`src/rtl/vga_timing_sequencer.sv`:
```
// vga_timing_sequencer: VGA raster timing generator.
// Pixel-rate divider, h/v counters, registered video/sync decode.
//
// Ports:
//   clk         system clock, rising edge
//   reset       asynchronous, active-low reset
//   enable      raster run request (level, synchronous)
//   hCounter    current pixel column, 0..H_TOTAL-1
//   vCounter    current line, 0..V_TOTAL-1
//   vidOn       inside the visible window
//   hsync_n     horizontal sync, active low
//   vsync_n     vertical sync, active low
//   pixel_tick  one-clk strobe per pixel advance
//   line_start  one-clk strobe when hCounter becomes 0
//   frame_start one-clk strobe when position becomes (0,0)
//   running     raster is in the RUN state
module vga_timing_sequencer #(
  parameter int H_VISIBLE = 640,
  parameter int H_FRONT   = 16,
  parameter int H_SYNC    = 96,
  parameter int H_BACK    = 48,
  parameter int V_VISIBLE = 480,
  parameter int V_FRONT   = 10,
  parameter int V_SYNC    = 2,
  parameter int V_BACK    = 33,
  parameter int CLK_DIV   = 2
) (
  input  logic       clk,
  input  logic       reset,
  input  logic       enable,
  output logic [9:0] hCounter,
  output logic [9:0] vCounter,
  output logic       vidOn,
  output logic       hsync_n,
  output logic       vsync_n,
  output logic       pixel_tick,
  output logic       line_start,
  output logic       frame_start,
  output logic       running
);

  localparam int H_TOTAL =
    H_VISIBLE + H_FRONT + H_SYNC + H_BACK;
  localparam int V_TOTAL =
    V_VISIBLE + V_FRONT + V_SYNC + V_BACK;

  localparam int DIV_W =
    (CLK_DIV > 1) ? $clog2(CLK_DIV) : 1;

  localparam logic [DIV_W-1:0] DIV_LAST =
    DIV_W'(CLK_DIV - 1);

  localparam logic [9:0] H_LAST =
    10'(H_TOTAL - 1);
  localparam logic [9:0] V_LAST =
    10'(V_TOTAL - 1);

  // 11-bit bounds so a 1024-wide total still compares cleanly
  localparam logic [10:0] H_VIS_L =
    11'(H_VISIBLE);
  localparam logic [10:0] HS_BEG_L =
    11'(H_VISIBLE + H_FRONT);
  localparam logic [10:0] HS_END_L =
    11'(H_VISIBLE + H_FRONT + H_SYNC);
  localparam logic [10:0] V_VIS_L =
    11'(V_VISIBLE);
  localparam logic [10:0] VS_BEG_L =
    11'(V_VISIBLE + V_FRONT);
  localparam logic [10:0] VS_END_L =
    11'(V_VISIBLE + V_FRONT + V_SYNC);

  typedef enum logic {
    S_IDLE = 1'b0,
    S_RUN  = 1'b1
  } state_t;

  state_t r_state;
  state_t w_state_nxt;

  logic [DIV_W-1:0] r_div;
  logic [DIV_W-1:0] w_div_nxt;

  logic w_idle;
  logic w_tick;
  logic w_hwrap;
  logic w_last;
  logic w_park;
  logic w_adv;

  logic [9:0]  w_h_adv;
  logic [9:0]  w_v_adv;
  logic [10:0] w_h_ext;
  logic [10:0] w_v_ext;
  logic        w_vid_adv;
  logic        w_hs_adv;
  logic        w_vs_adv;

  logic [9:0] w_h_nxt;
  logic [9:0] w_v_nxt;
  logic       w_vid_nxt;
  logic       w_hs_nxt;
  logic       w_vs_nxt;
  logic       w_tick_nxt;
  logic       w_ls_nxt;
  logic       w_fs_nxt;
  logic       w_run_nxt;

  assign w_idle  = (r_state == S_IDLE);
  assign w_tick  = (r_state == S_RUN) &&
                   (r_div == DIV_LAST);
  assign w_hwrap = (hCounter == H_LAST);
  assign w_last  = w_hwrap &&
                   (vCounter == V_LAST);

  // the frame-completing tick parks instead
  // of wrapping when the run request is gone
  assign w_park = w_tick && w_last && !enable;
  assign w_adv  = w_tick && !w_park;

  assign w_h_adv = w_hwrap ? 10'd0
                           : hCounter + 10'd1;

  always_comb begin
    w_v_adv = vCounter;
    if (w_hwrap) begin
      if (vCounter == V_LAST)
        w_v_adv = 10'd0;
      else
        w_v_adv = vCounter + 10'd1;
    end
  end

  // decode from the next position so the
  // registered flags line up with the counters
  assign w_h_ext = {1'b0, w_h_adv};
  assign w_v_ext = {1'b0, w_v_adv};

  assign w_vid_adv = (w_h_ext < H_VIS_L) &&
                     (w_v_ext < V_VIS_L);
  assign w_hs_adv  = !((w_h_ext >= HS_BEG_L) &&
                       (w_h_ext <  HS_END_L));
  assign w_vs_adv  = !((w_v_ext >= VS_BEG_L) &&
                       (w_v_ext <  VS_END_L));

  always_ff @(posedge clk or negedge reset) begin
    if (!reset)
      r_state <= S_IDLE;
    else
      r_state <= w_state_nxt;
  end

  always_comb begin
    w_state_nxt = r_state;
    unique case (r_state)
      S_IDLE: begin
        if (enable)
          w_state_nxt = S_RUN;
      end
      S_RUN: begin
        if (w_park)
          w_state_nxt = S_IDLE;
      end
    endcase
  end

  always_comb begin
    w_div_nxt  = r_div;
    w_h_nxt    = hCounter;
    w_v_nxt    = vCounter;
    w_vid_nxt  = vidOn;
    w_hs_nxt   = hsync_n;
    w_vs_nxt   = vsync_n;
    w_tick_nxt = 1'b0;
    w_ls_nxt   = 1'b0;
    w_fs_nxt   = 1'b0;
    w_run_nxt  = (w_state_nxt == S_RUN);
    unique case (1'b1)
      w_idle, w_park: begin
        w_div_nxt = '0;
        w_h_nxt   = H_LAST;
        w_v_nxt   = V_LAST;
        w_vid_nxt = 1'b0;
        w_hs_nxt  = 1'b1;
        w_vs_nxt  = 1'b1;
      end
      w_adv: begin
        w_div_nxt  = '0;
        w_h_nxt    = w_h_adv;
        w_v_nxt    = w_v_adv;
        w_vid_nxt  = w_vid_adv;
        w_hs_nxt   = w_hs_adv;
        w_vs_nxt   = w_vs_adv;
        w_tick_nxt = 1'b1;
        w_ls_nxt   = (w_h_adv == 10'd0);
        w_fs_nxt   = (w_h_adv == 10'd0) &&
                     (w_v_adv == 10'd0);
      end
      default: begin
        w_div_nxt = r_div + 1'b1;
      end
    endcase
  end

  always_ff @(posedge clk or negedge reset) begin
    if (!reset) begin
      r_div       <= '0;
      hCounter    <= H_LAST;
      vCounter    <= V_LAST;
      vidOn       <= 1'b0;
      hsync_n     <= 1'b1;
      vsync_n     <= 1'b1;
      pixel_tick  <= 1'b0;
      line_start  <= 1'b0;
      frame_start <= 1'b0;
      running     <= 1'b0;
    end else begin
      r_div       <= w_div_nxt;
      hCounter    <= w_h_nxt;
      vCounter    <= w_v_nxt;
      vidOn       <= w_vid_nxt;
      hsync_n     <= w_hs_nxt;
      vsync_n     <= w_vs_nxt;
      pixel_tick  <= w_tick_nxt;
      line_start  <= w_ls_nxt;
      frame_start <= w_fs_nxt;
      running     <= w_run_nxt;
    end
  end

endmodule

```
`config.mk`:
```
export PLATFORM = sky130hd
export DESIGN_NAME = vga_timing_sequencer
export DESIGN_NICKNAME = d
export VERILOG_FILES = /design/src/rtl/vga_timing_sequencer.sv
export SDC_FILE = /design/constraint.sdc
export NUM_CORES = 1
export LEC_CHECK = 0
export BUFFER_PORTS_ARGS = -buffer_cell sky130_fd_sc_hd__clkbuf_2
export CAP_MARGIN = 0
export CORE_MARGIN = 5
export CORE_UTILIZATION = 30
export CTS_BUF_LIST = sky130_fd_sc_hd__clkbuf_8
export DETAILED_ROUTE_END_ITERATION = 6
export GPL_TIMING_DRIVEN = 1
export SLEW_MARGIN = 20
export SYNTH_ARGS = -nofsm -noshare
export SYNTH_HDL_FRONTEND = slang
export SYNTH_SLANG_ARGS = --single-unit
```
`constraint.sdc`:
```
create_clock -name clk -period 5.1 [get_ports clk]
set_input_delay 1.02 -clock clk [delete_from_list [all_inputs] [get_ports clk]]
set_output_delay 1.02 -clock clk [all_outputs]
set_load 0.005 [all_outputs]
```
Word level (Yosys, flattened, before mapping) --
Cells that the tools add are included. Widths: inputs -> output; s select.
Storage, ports and cells: register bits 28, input bits 3, output and inout bits 27, logic and storage cells 55
Cells by class: add/subtract/negate cells 3, order comparisons 6, eq/ne operators 2, multiplexer cells 15, bitwise operators 1, reduce and logical (&&, ||, !) cells 18
Operator list (number):
- $pmux 10 s2 | 2
- $mux 10 | 3
- $add 10x1->10 const B | 2
- $eq 10x10->1 const B | 2
- $logic_not 10->1 | 2
- $lt 10x10->1 const B | 2
- $lt 10x9->1 const B | 2
- $ge 10x10->1 const B | 1
- $ge 10x9->1 const B | 1
- $logic_and 1x1->1 | 9
- $pmux 1 s2 | 4
- $mux 1 | 6
- $logic_not 1->1 | 4
- $reduce_or 3->1 | 1
- $reduce_bool 2->1 | 1
- $reduce_or 2->1 | 1
- $add 1x1->1 const B | 1
- $not 1->1 | 1

Longest topological paths before layout --
Gate-level depths: netlist of the first run.
depth after elaboration 8, gate-level depth with buffers 10, mapped depth without buffers 8

Worst setup path before layout of the first run --
No wires, ideal clock.
kind register to register, start register hCounter[0], end register hCounter[7], library setup time 118 ps, arrival 2337 ps, required time 4982 ps, setup slack 2645 ps, stages on the path, launching flop included 11, path buffers 4, period minus slack after synthesis 2455 ps, cell sequence dfstp_2 > ha_1 > buf_2 > and4_1 > clkbuf_1 > and3_1 > clkbuf_1 > a21o_1 > buf_2 > o21ai_0 > a21o_1
Between the ends: cells in the longest elaborated chain, start to end 7, elaborated cells between the ends (all ways) 11, those cells by class 1 x add/sub; 1 x eq/ne; 2 x mux; 7 x reduce/logical
RTL lines:
- start: declaration | RTL line 31 | output logic [9:0] hCounter,
- start signal: assignment | RTL line 218 | hCounter <= w_h_nxt;
- parallel branches: the longest is 7 deep, another holds $add 10x1->10
Parallel ways; which one is timed is not known. A chain may end at the register's enable or synchronous reset.

Worst setup path in the final report of the first run --
start register hCounter[0], end register hCounter[4]
Between the ends: cells in the longest elaborated chain, start to end 7, elaborated cells between the ends (all ways) 11, those cells by class 1 x add/sub; 1 x eq/ne; 2 x mux; 7 x reduce/logical
RTL lines:
- $eq 10x10->1 * | RTL line 111 | assign w_hwrap = (hCounter == H_LAST);
- $logic_and 1x1->1 * | RTL line 112 | assign w_last = w_hwrap &&
- $logic_and 1x1->1 * (2 in series) | RTL line 117 | assign w_park = w_tick && w_last && !enable;
- $logic_not 1->1 * | RTL line 118 | assign w_adv = w_tick && !w_park;
- $logic_and 1x1->1 * | RTL line 118
- via w_adv | RTL line 88 | logic w_adv;
- $pmux 10 s2 or $reduce_bool 2->1 (tied branches)
Mark *: on every way through the listed nets, which the timed path passes. The rest lies on a longest branch.

==> flow_summary.ini, run 1 <==
[clock_network]
cts_root_buf = clkbuf_8
cts_buffers = 3
cts-resized-gates = 0
postCtsSetupBuffers = 0
path_clk_slew_ns = 0.11
cts_hold_buf = 0
cts_sinks = 28
cts_buffer_depth = 2
htree_levels = 1
clk_latency_ns = 0.30
cts_tree = built

[finish]
drive_gt1_frac = 0.2126
antennaDiodeCount = 0
area_growth_pct = 11.15
nets = 261
layout_common_cells = 29 x clkbuf_2, 20 x o21ai_0, 19 x nand2_1
n_fill_cell = 724
layout_commonest_cell = clkbuf_2

[yosys]
synth_area_leader_cell = dfrtp_1
synth_cells = 241
synth_edf_count = 0
ys_warn_count = 0
async_flop_share = 1.000
synth_nets = 247
syn-cell-area_um2 = 2064
yosysTopAreaCellShare = 0.1939
synth_seq_area_share = 0.3467
synth_area_leaders = dfrtp_1 19%, dfstp_2 15%, o21ai_0 4.8%, nand4_1 3.6%, nand2_1 3.5%
synthFlopType = dfrtp_1
syn_area_per_cell_um2 = 8.566
yosysUniqueCellTypes = 59
synth-seq-cells = 28

[grt]
grtUsageMet3 = 0.03006
use_met2 = 0.2226
grt_use_met1 = 0.1912
track_usage = 0.1407
grt_pass1_wl_um = 9867
grt_max_degree = 29
antenna_found_initial = 0
top_usage_layer = met2
overflow = 0
grt_pass1_vias = 1903

[critical_path]
startpoint_type = flop
crit_required_ns = 5.33
crit_slowest_cell = dfstp_2
startpoint = hCounter[0]
crit_path_end_kind = flop
worstRegToRegCells = 7
path_cells = ha_1 > and4_1 > and3_1 > a21o_1 > inv_2 > a21oi_1 > a2bb2oi_1
max_stage_delay_ns = 0.62
crit_fanout = 16
r2r-start = hCounter[0]
worstSetupPathType = reg2reg
crit_arrival_ns = 3.34

[sta]
clock_skew_ns = 0.009841
drv_slew = 0
final.min_clock_period_ns = 3.106
finalSetupViolations = 0
finalCritPeriodShare = 0.6090
tightest_slew_ns = 0.7376
fmax_mhz = 321.9
fin_tns_setup_ns = 0
final_hold_viol_count = 0
rsz0062_at_grt = false
slew_headroom = 0.5083

[power_and_ir_drop]
p_total_mw = 0.4147
irDropWorstVdd_uv = 117.4
leakage_nw = 0.9232
power.density_nw_per_um2 = 180.7

[placed_design]
finalWeightedCongestion = 0.8538
dp_hpwl_um = 4199
io_buffers = 29

[floorplan]
dieArea_um2 = 8641
die_y_um = 92.96
rows = 30
pin_count = 30
initial_core_util = 0.3056
core_area_um2 = 6756
die_width_um = 92.96

[detailed_routing]
routed_via_density = 5.958
ant_nets = 0
drt_first_iter_violations = 140
vias = 1990
drcViolationCount = 0
routedWlPerCell_um = 18.01
drt_wl_total_um = 6015
dr.pass1.iters = 4

[worst_hold_path]
holdCritStartpoint = vidOn
hold_depth = 2
hp-class = reg2reg

[outcome]
status = complete, no violations

[job]
drv_cap = 0
==> state kept, by name, summed over array words and instances (netlist names) <==
signal and flops:
running 1, vCounter 10, hsync_n 1, vidOn 1, vsync_n 1, pixel_tick 1
hCounter 10, r_div 1, line_start 1, frame_start 1
==> Yosys cell counts, drive strengths merged (3+ instances only) <==
master and number:
a31oi 4, dfrtp 16, and2 5, buf 4, and3 6, nand3 10
ha 3, mux2i 3, nand2 19, xnor2 4, or3 5, nor3 4
inv 7, a21oi 10, nand2b 3, xor2 5, nor4 9, nor2 12
nand4 12, o21ai 20, dfstp 12, clkbuf 16, a211oi 3, o311ai 3
o21a 5, a21boi 3
==> area by class of cell <==
class	instances	area (um2)	area share
Multi-Input combinational cell	185	1232	0.5371
Inverter	8	30.03	0.01309
Clock buffer	3	41.29	0.01799
Timing Repair Buffer	29	145.1	0.06325
Clock inverter	1	30.03	0.01309
Tap cell	80	100.1	0.04362
Sequential cell	28	715.7	0.3119
==> path summary, 6_finish.rpt <==
check	to	slack, ns
max in group asynchronous	vCounter[5]	3.87
hold reg to reg	vidOn	0.50
setup reg to reg	hCounter[4]	1.99
setup / recovery	hCounter[4]	1.99
hold / removal	vidOn	0.50
min in group asynchronous	line_start	0.76
==> worst max-delay path, delay by kind of cell, from the launching register on <==
kind                     cells  cell delay [ns]
flip-flops                   1             0.62
adder cells (fa/ha/maj)      1             0.36
AND/OR/NAND/NOR              2             1.05
AO/OA/AOI/OAI                3             0.84
buffers and inverters        1             0.16
==> stage by stage <==
step	instance area (um2)	setup WS (ns)	std cells	utilization	hold slack, ns
6_report	2295	1.994	334	0.3396	0.5003
2_1_floorplan	2064	2.645	241	-	0.4724
4_1_cts	2295	2.049	334	0.3396	0.5091
3_5_place_dp	2223	2.083	330	0.3291	0.4840
5_1_grt	2295	1.758	334	0.3396	0.5331
3_3_place_gp	2223	2.213	330	0.3291	0.4775
==> layer usage <==
metal | vias up | wire length [um]
met1 | 961 | 2765
met2 | 73 | 2736
met4 | 0 | 132
met3 | 15 | 380
met5 | - | 0
li1 | 941 | -
==> cells by family after synthesis <==
| kind of cell | share of synthesized area |
|---|---|
| muxes | 0.02000 |
| AOI/OAI and AO/OA | 0.2346 |
| and+or+nand+nor | 0.2861 |
| xor gates and xnor gates | 0.03818 |
| DFF | 0.3467 |
| buffers and inverters | 0.05636 |
| adders and majority gates | 0.01818 |
==> power by group <==
| group | switching (mW) | internal [mW] | leakage (nW) |
|---|---|---|---|
| registers | 0 | 0.222 | 0.319 |
| clock network | 0.0816 | 0.106 | 0.0357 |
| logic | 0.00454 | 0.000642 | 0.569 |
| total | 0.0861 | 0.329 | 0.923 |
Note: power is estimated with default switching activity, not from simulation.
==> run 2, diff against run 1 <==
- ABC_AREA: unset -> 1
- clock period: 5.1 -> 3.05 ns (I/O delays scaled with it)
==> flow_summary.ini, run 2 <==
[critical_path]
worst_path_most_repeated_cell = nand4_2
max_stage_delay_ns = 0.58
r2r_end = vsync_n
crit_path_end_kind = flop
crit_required_ns = 3.26
crit_arrival_ns = 2.62
path_cells = ha_1 > nand4_2 > nor2_4 > nand4_2 > nand2_4 > inv_2 > nand2_1 > nor2_1 > a21oi_1
startpoint = hCounter[0]
crit_fanout = 23
crit_slowest_cell = dfstp_2
worstSetupEndpoint = vsync_n
r2r-start = hCounter[0]
startpoint_type = flop
worstRegToRegCells = 9
r2r_slack_ns = 0.65
worstSetupPathType = reg2reg

[clock_network]
cts_sinks = 28
cts-resized-gates = 0
path_clk_slew_ns = 0.10
cts_tree = built
cts_buffers = 3
clk_latency_ns = 0.28
htree_levels = 1
cts_buffer_depth = 2
postCtsSetupBuffers = 0
cts_hold_buf = 0
cts_root_buf = clkbuf_8

[yosys]
synth-seq-cells = 28
synth_area_leader_cell = dfrtp_1
synth_seq_area_share = 0.3834
yosysTopAreaCellShare = 0.2145
synth_cells = 260
syn-cell-area_um2 = 1867
synthTopCellsByCount = 64 x nand2_1, 40 x inv_1, 32 x nor2_1
synth_nets = 266
async_flop_share = 1.000
synth_area_leaders = dfrtp_1 21%, dfstp_2 17%, nand2_1 13%, inv_1 8.0%, nor2_1 6.4%
synthMostInstantiatedCell = nand2_1
yosysUniqueCellTypes = 32
synth_edf_count = 0
ys_warn_count = 0
syn_area_per_cell_um2 = 7.180
synthFlopType = dfrtp_1

[sta]
drv_slew = 0
clock_skew_ns = 0.006364
finalCritPeriodShare = 0.7881
tightest_slew_ns = 0.6970
fin_hold_ws_ns = 0.3532
final.min_clock_period_ns = 2.404
fmax_mhz = 416.0
final_hold_viol_count = 0
slew_headroom = 0.5348
rsz0062_at_grt = false
finalSetupViolations = 0
fin_tns_setup_ns = 0

[finish]
layout_commonest_cell = nand2_1
final_util = 0.3536
antennaDiodeCount = 0
layout_common_cells = 64 x nand2_1, 40 x inv_1, 32 x nor2_1
top_regs = hCounter x10, vCounter x10
nets = 294
drive_gt1_frac = 0.2091
area_growth_pct = 13.47

[power_and_ir_drop]
leakage_nw = 1.096
power.density_nw_per_um2 = 290.9
irDropWorstVdd_uv = 235.9

[floorplan]
die_width_um = 88.89
rows = 28
pin_count = 30
dieArea_um2 = 7901
initial_core_util = 0.3116
die_y_um = 88.89
core_area_um2 = 5991

[grt]
grt_max_degree = 29
antenna_found_initial = 0
grt_pass1_wl_um = 8376
grt_pass1_vias = 1808
track_usage = 0.1349
overflow = 0

[detailed_routing]
drcViolationCount = 0
drt_first_iter_violations = 154
vias = 1758
routedWlPerCell_um = 13.46
dr.pass1.iters = 4
ant_nets = 0
routed_via_density = 4.856
drt_wl_total_um = 4871

[placed_design]
finalWeightedCongestion = 0.9003
dp_hpwl_um = 3646
io_buffers = 29

[outcome]
status = complete, no violations

[worst_hold_path]
hp-class = in2async

[job]
drv_cap = 0
==> run 2: cell type report <==
type                            count  area [um2]
Clock buffer                        4       55.05
Fill cell                         654        3872
Inverter                           43       161.4
Multi-Input combinational cell    183       947.2
Sequential cell                    28       715.7
Tap cell                           75       93.84
Timing Repair Buffer               29       145.1
==> run 2: how the worst min path moves through the flow <==
stage | from | endpoint | slack (ns) | depth (start not counted)
finish | reset | hCounter[5] | 0.35 | 1
global route | reset | hCounter[7] | 0.40 | 1
CTS | reset | hCounter[7] | 0.37 | 1
detailed placement | vidOn | vidOn | 0.47 | 2
global placement | vidOn | vidOn | 0.47 | 2
floorplan | reset | frame_start | 0.31 | 0
==> run 2: worst max-delay path, delay by kind of cell, from the launching register on <==
family / cells / cell delay, ns
compound gates: 1 / 0.11
fa+ha+maj: 1 / 0.24
flops: 1 / 0.58
buf+inv: 1 / 0.13
simple gates: 6 / 1.25
==> run 2: layer usage <==
metal  global-route usage  wire [um]  vias to the layer above
li1                     -          -                      895
met1               0.1725       2258                      816
met2               0.2294       2353                       45
met3              0.03166        243                        2
met4              0.03297         15                        0
met5                    0          0                        -
==> run 2: where the power goes <==
group	switching [mW]	internal, mW	leakage (nW)
combinational	0.00764	0.00100	0.769
clock	0.120	0.116	0.0288
sequential	0	0.372	0.299
==> run 2: cell families (layout without fill, tap and decap cells) <==
kind of cell / after synthesis / in the layout / synth area share
compound gates: 32 / 32 / 0.09718
xor+xnor: 4 / 4 / 0.01877
fa+ha+maj: 3 / 3 / 0.02011
buf+inv: 49 / 76 / 0.1092
flops: 28 / 28 / 0.3834
simple gates: 144 / 144 / 0.3713
==> run 2: stage by stage <==
step	setup WS [ns]	instance area, um2	power, mW	cells
2_1_floorplan	1.236	1867	0.3790	260
3_3_place_gp	0.7367	2063	0.3878	358
3_5_place_dp	0.6748	2063	0.3880	358
4_1_cts	0.6498	2118	0.6312	362
5_1_grt	0.3785	2118	0.6461	362
6_report	0.6462	2118	0.6161	362
==> run 3, diff against run 2 <==
- ABC_AREA: 1 -> 0
- clock period: 3.05 -> 2.49 ns (I/O delays scaled with it)
==> flow_summary.ini, run 3 (same netlist as run 1, synthesis figures left out) <==
[outcome]
status = complete, no violations

[critical_path]
crit_required_ns = 2.68
worstRegToRegCells = 5
crit_path_end_kind = flop
crit_arrival_ns = 2.55
r2r-start = hCounter[8]
r2r_slack_ns = 0.13
crit_fanout = 4
r2r_end = frame_start
startpoint_type = flop
worstSetupPathType = reg2reg

[sta]
tightest_slew_ns = 0.7281
fmax_mhz = 424.4
finalCritPeriodShare = 0.9463
final.min_clock_period_ns = 2.356
fin_hold_ws_ns = 0.2515
finalSetupViolations = 0
fin_tns_setup_ns = 0
slew_headroom = 0.5084
rsz0062_at_grt = false
final_hold_viol_count = 0
drv_slew = 0
clock_skew_ns = 0.007018

[finish]
final_util = 0.3654
antennaDiodeCount = 0
final_cells = 359
top_regs = hCounter x10, vCounter x10
n_fill_cell = 707
area_growth_pct = 19.58
drive_gt1_frac = 0.2903
nets = 286
layout_commonest_cell = clkbuf_2
layout_common_cells = 29 x clkbuf_2, 25 x buf_4, 20 x o21ai_0

[power_and_ir_drop]
irDropWorstVdd_uv = 210.4
leakage_nw = 1.042
p_total_mw = 0.7651
power.density_nw_per_um2 = 309.9

[grt]
grt_max_degree = 29
grt_pass1_wl_um = 10650
antenna_found_initial = 0
grt_pass1_vias = 2078
overflow = 0
track_usage = 0.1532

[clock_network]
postCtsSetupBuffers = 0
cts_root_buf = clkbuf_8
htree_levels = 1
cts_tree = built
cts_hold_buf = 0
path_clk_slew_ns = 0.10
cts_sinks = 28
clk_latency_ns = 0.29
cts_buffer_depth = 2
cts_buffers = 3

[job]
drv_cap = 0

[detailed_routing]
routedWlPerCell_um = 17.44
wl_met3_um = 333
dr.pass1.iters = 4
dr.max_layer_used = met4
vias = 2068
routed_via_density = 5.760
drt_first_iter_violations = 130
ant_nets = 0
wl_met2_um = 2961
met1_length_um = 2871
drt_wl_total_um = 6261
drcViolationCount = 0

[worst_hold_path]
hp-class = in2async

[placed_design]
finalWeightedCongestion = 0.9777
io_buffers = 29
dp.cells = 355
dp_hpwl_um = 4585

[floorplan]
die_width_um = 92.96
pin_count = 30
initial_core_util = 0.3056
die_y_um = 92.96
core_area_um2 = 6756
rows = 30
dieArea_um2 = 8641
-- run 3: cell types whose count changed in the layout (fill, tap and decap cells not counted), moves of 6 or more --
cell	delta
nor2_1	-20
o21ai_0	+12
inv_1	-34
o22ai_1	-8
nand3_1	-10
buf_4	+25
nand2_1	-45
nor4_1	+6
-- run 3: power breakdown --
| part | switching [mW] | leakage, nW | total [mW] | internal [mW] |
|---|---|---|---|---|
| logic | 0.00943 | 0.694 | 0.0107 | 0.00132 |
| clock network | 0.157 | 0.0288 | 0.299 | 0.142 |
| registers | 0 | 0.319 | 0.456 | 0.456 |
-- run 3: through the flow --
step / setup slack (ns) / instance area, um2
after detailed placement: 0.1909 / 2411
after global routing: 0.01535 / 2469
after CTS: 0.1250 / 2466
after floorplan: 0.03532 / 2064
after global placement: 0.1986 / 2411
final: 0.1338 / 2469
-- run 3: final cells by class --
class | count | area [um2] | share of cell area
multi-input cells | 185 | 1235 | 0.5003
well taps | 80 | 100.1 | 0.04055
clock buffers | 4 | 55.05 | 0.02230
flip-flops and latches | 28 | 715.7 | 0.2899
inverters | 8 | 30.03 | 0.01216
repair buffers | 54 | 332.8 | 0.1348
-- run 3: worst max-delay path by stage --
stage               slack (ns)          end         from
floorplan                 0.04  hCounter[7]  hCounter[0]
global placement          0.20        vidOn  hCounter[8]
detailed placement        0.19  frame_start  hCounter[8]
CTS                       0.12  frame_start  hCounter[8]
global route              0.02        vidOn  vCounter[2]
finish                    0.13  frame_start  hCounter[8]
-- run 3: worst max-delay path: stages, from the launching register on --
cell	delay, ns
dfstp_2	0.56
or4b_4	0.52
nor4_4	0.35
nand4_1	0.15
a2111o_1	0.44
nor4_2	0.25
-- run 3: layer usage --
metal / vias up / global-route usage
met5: - / 0
met4: 0 / 0.04518
met1: 988 / 0.2003
met3: 11 / 0.02600
li1: 996 / -
met2: 73 / 0.2579
-- run 3: timing repair --
action | CTS | global route
endpoints found under the hold margin | 0 | 0
setup endpoints to repair | 0 | 2
resized for setup | 0 | 2
